===== config.mk =====
export PLATFORM = sky130hd
export DESIGN_NAME = receiver_uart_num
export DESIGN_NICKNAME = d
export VERILOG_FILES = /design/src/rtl/receiver_uart_num.sv
export SDC_FILE = /design/constraint.sdc
export NUM_CORES = 1
export LEC_CHECK = 0
export ABC_CLOCK_PERIOD_IN_PS = 3550
export CELL_PAD_IN_SITES_DETAIL_PLACEMENT = 0
export CELL_PAD_IN_SITES_GLOBAL_PLACEMENT = 1
export CORE_ASPECT_RATIO = 1.1
export CORE_MARGIN = 2
export CORE_UTILIZATION = 45
export CTS_CLUSTER_DIAMETER = 60
export DETAILED_ROUTE_END_ITERATION = 7
export PLACE_DENSITY_LB_ADDON = 0.1
export SKIP_CTS_REPAIR_TIMING = 1
export SYNTH_ARGS = -nofsm -noshare
export SYNTH_HDL_FRONTEND = slang
export SYNTH_SLANG_ARGS = --single-unit

===== constraint.sdc =====
create_clock -name clk -period 3.55 [get_ports clk]
set_input_delay 0.355 -clock clk [delete_from_list [all_inputs] [get_ports clk]]
set_output_delay 0.355 -clock clk [all_outputs]
set_load 0.01 [all_outputs]

===== src/rtl/receiver_uart_num.sv =====
// Parses a CR/LF-terminated decimal ASCII line from the RX FIFO into a binary value; define RXNUM_BACKSPACE_EN for BS editing.
// Latency: terminator at FIFO head -> pop next cycle -> o_valid/o_error the cycle after; one byte per 2 cycles.
// Backpressure: waits while empty is high; the byte under a pop pulse was latched earlier, so empty is ignored then.
module receiver_uart_num #(
    parameter int MAX_DIGITS = 4,
    parameter int VAL_W      = 14
) (
    input  logic             clk,
    input  logic             rst,
    input  logic             empty,
    input  logic [7:0]       rx_data,
    output logic             pop,
    output logic [VAL_W-1:0] o_value,
    output logic             o_valid,
    output logic             o_error
);

    localparam int CNT_W = $clog2(MAX_DIGITS + 1);

    typedef enum logic [1:0] {FETCH, PARSE, DISCARD} state_t;

    state_t             state;
    logic [7:0]         byte_reg;
    logic [VAL_W-1:0]   acc;
    logic [CNT_W-1:0]   cnt;
    logic               drop;
    logic               is_digit;
    logic               is_term;
    logic               cnt_full;

    assign is_digit = (byte_reg >= 8'h30) && (byte_reg <= 8'h39);
    assign is_term  = (byte_reg == 8'h0D) || (byte_reg == 8'h0A);
    assign cnt_full = (cnt == CNT_W'(MAX_DIGITS));

`ifdef RXNUM_BACKSPACE_EN
    logic is_bs;
    assign is_bs = (byte_reg == 8'h08);
`endif

    always_ff @(posedge clk or posedge rst) begin
        if (rst) begin
            state    <= FETCH;
            pop      <= 1'b0;
            o_valid  <= 1'b0;
            o_error  <= 1'b0;
            o_value  <= '0;
            acc      <= '0;
            cnt      <= '0;
            byte_reg <= '0;
            drop     <= 1'b0;
        end else begin
            pop     <= 1'b0;
            o_valid <= 1'b0;
            o_error <= 1'b0;
            case (state)
                FETCH, DISCARD: begin
                    // DISCARD fetches exactly like FETCH; drop marks the byte as part of a rejected line
                    if (!empty) begin
                        byte_reg <= rx_data;
                        pop      <= 1'b1;
                        drop     <= (state == DISCARD);
                        state    <= PARSE;
                    end
                end
                PARSE: begin
                    if (drop) begin
                        state <= is_term ? FETCH : DISCARD;
                    end else if (is_digit) begin
                        if (cnt_full) begin
                            o_error <= 1'b1;
                            acc     <= '0;
                            cnt     <= '0;
                            state   <= DISCARD;
                        end else begin
                            acc   <= acc * VAL_W'(10) + VAL_W'(byte_reg[3:0]);
                            cnt   <= cnt + CNT_W'(1);
                            state <= FETCH;
                        end
                    end else if (is_term) begin
                        if (cnt != '0) begin
                            o_value <= acc;
                            o_valid <= 1'b1;
                            acc     <= '0;
                            cnt     <= '0;
                        end
                        state <= FETCH;
`ifdef RXNUM_BACKSPACE_EN
                    end else if (is_bs) begin
                        if (cnt != '0) begin
                            acc <= acc / VAL_W'(10);
                            cnt <= cnt - CNT_W'(1);
                        end
                        state <= FETCH;
`endif
                    end else begin
                        o_error <= 1'b1;
                        acc     <= '0;
                        cnt     <= '0;
                        state   <= DISCARD;
                    end
                end
                default: state <= FETCH;
            endcase
        end
    end

endmodule


# Word-level counts from Yosys, hierarchy flattened
# Cells that the tools add are included.
[totals] register_bits=45 input_bits=11 out_inout_bits=17 wordCells=58
[classes] n_addsub=2 mul=1 n_lt_le_gt_ge=2 eq_ne=7 n_mux=26 bitwise_logic=3 reduce_logical=8
[ops] op="14-bit 2-to-1 mux" n=4
[ops] op="8-bit by 4-bit equality test with 1-bit output (second input constant)" n=2
[ops] op="14-bit by 4-bit adder with 14-bit output" n=1
[ops] op="14-bit by 3-bit multiplier with 13-bit output (second input constant)" n=1
[ops] op="1-bit 2-to-1 mux" n=12
[ops] op="3-bit 2-to-1 mux" n=4
[ops] op="2-bit 2-to-1 mux" n=5
[ops] op="8-bit by 6-bit >= comparator with 1-bit output (second input constant)" n=1
[ops] op="8-bit by 6-bit <= comparator with 1-bit output (second input constant)" n=1
[ops] op="5-bit AND reduction" n=1
[ops] op="2-bit case mux with 2 select lines" n=1
[ops] op="3-bit by 1-bit adder with 3-bit output (second input constant)" n=1
[ops] op="3-bit equality test (second input constant)" n=1
[ops] op="3-bit by 2-bit inequality test with 1-bit output (second input constant)" n=1
[ops] op="1-bit inverter" n=3
[ops] op="3-bit AND reduction" n=1
[ops] op="3-bit nonzero test" n=1
[ops] op="2-bit by 1-bit equality test with 1-bit output (second input constant)" n=1
[ops] op="2-bit equality test (second input constant)" n=1
[ops] op="2-bit logical NOT" n=1
[ops] op="2-bit inequality test (second input constant)" n=1
[ops] op="2-bit AND reduction" n=1
[ops] op="2-bit OR reduction" n=1
[ops] op="1-bit logical AND" n=1
[ops] op="1-bit logical OR" n=1

# Logic depth before layout (Yosys ltp)
[depth] word_depth=6 ltp_mapped=9 ltp_nobuf=9

# Worst setup path before layout
# OpenSTA, ideal clock, no wires.
[synth_timing] path_type="reg-to-reg" start="register acc[1]" end="register acc[12]" setup_time_ns=0.083 arrival_time_ns=2.705 required_ns=3.467 slack_ns=0.762 stages_incl_launch_ff=10 path_buffers=0 synth_period_minus_slack_ns=2.788 cell_sequence="dfrtp_1 > ha_1 > ha_1 > fa_1 > nand2_1 > nor4b_1 > nor4b_1 > nand4_1 > xnor2_1 > o21ai_0"
[synth_via] elab_chain_cells=4
[synth_rtl] item="start: declaration" line_no="24" text="logic [VAL_W-1:0] acc;"
[synth_rtl] item="start signal: assignment" line_no="75" text="acc <= acc * VAL_W'(10) + VAL_W'(byte_reg[3:0]);"
[synth_rtl] item="14-bit by 3-bit multiplier with 13-bit output" line_no="75"
[synth_rtl] item="14-bit by 4-bit adder with 14-bit output" line_no="75"
[synth_rtl] item="14-bit 2-to-1 mux" line_no="69" text="if (cnt_full) begin"
[synth_rtl] item="14-bit 2-to-1 mux" line_no="68" text="end else if (is_digit) begin"
# Every way passes these cells.
# A chain may end at the register's enable or synchronous reset.

# Worst setup path in the final report
# Ends and elaborated chain as after synthesis.

==> qor.yml <==
outcome:
  status: "finished clean"
synth:
  synth_top_area_cell: "dfrtp_1"
  synthesis.nets: 277
  ys_ff_latch: 45
  yosysWarnings: 0
  syn_area_sq_um: 2660
  synth_top_area_share_pct: 42.3
  synthTopCellsByArea: "dfrtp_1 42%, ha_1 11%, mux2_2 9.7%"
  synth_flop_cell: "dfrtp_1"
  synth_edf_count: 0
  synth-seq-area-share_pct: 42.3
  synth_most_common_cell: "dfrtp_1"
  synth_cell_types: 46
  yosys-top-cells-count: "45 x dfrtp_1, 27 x nand2_1, 24 x ha_1"
  syn_avg_cell_area_sq_um: 11.1
  synthArstFlopShare_pct: 100
  synthCells: 240
clock_tree:
  cts_max_level: 2
  insertion_delay_ns: 0.30
  cts_inserted_buffers: 5
  cts_tree: "built"
  clock_tree.buffer_depth: 2
  root_buffer: "clkbuf_8"
  clk_pin_slew_ns: 0.09
  cts.sink_count: 45
timing:
  skew_ns: 0.00856
  rsz0062_at_grt: "no"
  finalWorstSetupSlack_ns: 0.412
  tightest_slew_ns: 0.931
  period_needed_ns: 3.14
  finalSetupViolCount: 0
  max-slew-margin-rel_pct: 37.8
  period_share_pct: 88.4
  finalHoldViolCount: 0
  slew_viol_final: 0
  tns_ns: 0
  max_freq_mhz: 319
placed_design:
  gp_congestion: 0.788
  dp_slack_ns: 0.441
  dp_hpwl_mm: 4.05
  port_buffers: 27
final_layout:
  drive_gt1_share_pct: 16.8
  num_antenna_cells: 0
  final_nets: 310
  area_growth_pct: 17.4
route:
  routedWlPerCell_um: 15.0
  vias_per_cell: 5.40
  drc: 0
  first_pass_iters: 4
  routed_wl_mm: 5.28
  drt.antenna.violating_nets: 0
  drt_iter0_drc: 113
  via_count: 1896
power:
  seq_power_share_pct: 55.0
  p_clk_share_pct: 32.5
  power.switching_mw: 0.283
  vdd_drop_max_uv: 174
  switching_share_pct: 27.7
  leakagePower_nw: 1.42
  p_per_area_nw_per_um2: 327
  power_frac_comb_pct: 12.5
  internal-power_mw: 0.739
critical_path:
  crit_type: "register to register"
  worstPathMaxFanout: 5
  rr_worst_depth: 9
  endpoint_kind: "register"
  critPathLaunchType: "register"
  critPathRequiredTime_ns: 3.77
  reg2reg_to: "acc[12]"
  r2r-start: "acc[1]"
  cp_data_arrival_time_ns: 3.36
  r2r_slack_ns: 0.41
die:
  initial_core_util_pct: 46.4
  die-area_sq_um: 6540
  io_pins: 28
  core_area_sq_um: 5730
  die_y_um: 84.6
  rows: 29
  die_x_um: 77.3
min_path:
  hold_path.class: "register to register"
  min_from: "o_value[3]"
  hold_path_end: "o_value[3]"
  min_delay_path_depth: 1
global_routing:
  grt_pass1_wl_mm: 9.20
  grt_max_degree: 46
  grt_pass1_vias: 1900
  track_usage_pct: 17.9
  antenna_found_initial: 0
  grt-ovfl-total: 0
job:
  max-cap-violations: 0
[worst max-delay path: stages (launching register included)]
cell	delay, ns
dfrtp_1	0.45
ha_1	0.32
ha_1	0.25
fa_1	0.55
nand2_1	0.08
nor4b_1	0.53
nor4b_1	0.40
nand4_1	0.16
xnor2_1	0.16
o21ai_0	0.16
[layout by cell type (no fill, tap or decap), types with 4 or more instances in the layout]
cell	synthesis	final
dfrtp_1	45	45
nand2_1	27	27
clkdlybuf4s50_1	0	27
ha_1	24	24
mux2_2	23	23
nor2_1	14	14
o21ai_0	14	14
xnor2_1	8	8
a21oi_1	7	7
xor2_1	7	7
o31ai_1	6	6
nand4_1	5	5
nand3_1	5	5
inv_1	6	5
clkbuf_8	0	5
nand2b_1	4	4
[per-stage QoR]
step	util, %	hold WS [ns]	power [mW]	instances	cell area [sq um]
after floorplan	-	0.416	0.659	240	2660
after global placement	52.8	0.488	0.702	343	3030
after detailed placement	52.8	0.496	0.703	343	3030
after CTS	54.5	0.509	1.04	351	3120
after global routing	54.5	0.527	1.08	351	3120
final	54.5	0.511	1.02	351	3120
[per-layer routing]
metal | up-vias | track usage, % | share of wire (%)
met3 | 7 | 3.23 | 2.3
li1 | 950 | - | -
met4 | 0 | 6.33 | 1.6
met2 | 23 | 30.4 | 50
met1 | 916 | 23.0 | 46
met5 | - | 0 | 0
[how the worst max path moves through the flow]
stage               slack, ns  cells after the start  startpoint       to
CTS                      0.41                      9      acc[1]  acc[12]
detailed placement       0.44                      9      acc[1]  acc[12]
finish                   0.41                      9      acc[1]  acc[12]
global placement         0.52                      9      acc[1]  acc[12]
floorplan                0.76                      9      acc[1]  acc[12]
global route             0.13                      9      acc[1]  acc[12]
[power groups by stage]
| stage | combinational (mW) | sequential, mW | clock [mW] |
|---|---|---|---|
| global route | 0.147 | 0.568 | 0.370 |
| global placement | 0.130 | 0.572 | 0 |
| detailed placement | 0.130 | 0.573 | 0 |
| floorplan | 0.0921 | 0.567 | 0 |
| finish | 0.128 | 0.562 | 0.332 |
| CTS | 0.130 | 0.563 | 0.348 |
[cell type report]
cell class | instances | area (sq um)
Inverter | 6 | 22.5
Sequential cell | 45 | 1130
Timing Repair Buffer | 29 | 285
Tap cell | 77 | 96.3
Clock buffer | 5 | 68.8
Clock inverter | 3 | 25.0
Fill cell | 552 | 2610
Multi-Input combinational cell | 186 | 1500
[cells by family (layout without fill, tap and decap cells)]
kind of cell | Yosys count | after routing | share of synthesized area (%)
adders and majority gates | 26 | 26 | 12.8
xor gates and xnor gates | 15 | 15 | 4.94
DFF | 45 | 45 | 42.3
and+or+nand+nor | 68 | 68 | 13.3
muxes | 23 | 23 | 9.74
buffers and inverters | 9 | 43 | 1.32
AOI/OAI and AO/OA | 54 | 54 | 15.6
No activity file was read; power rests on OpenSTA's default activity.
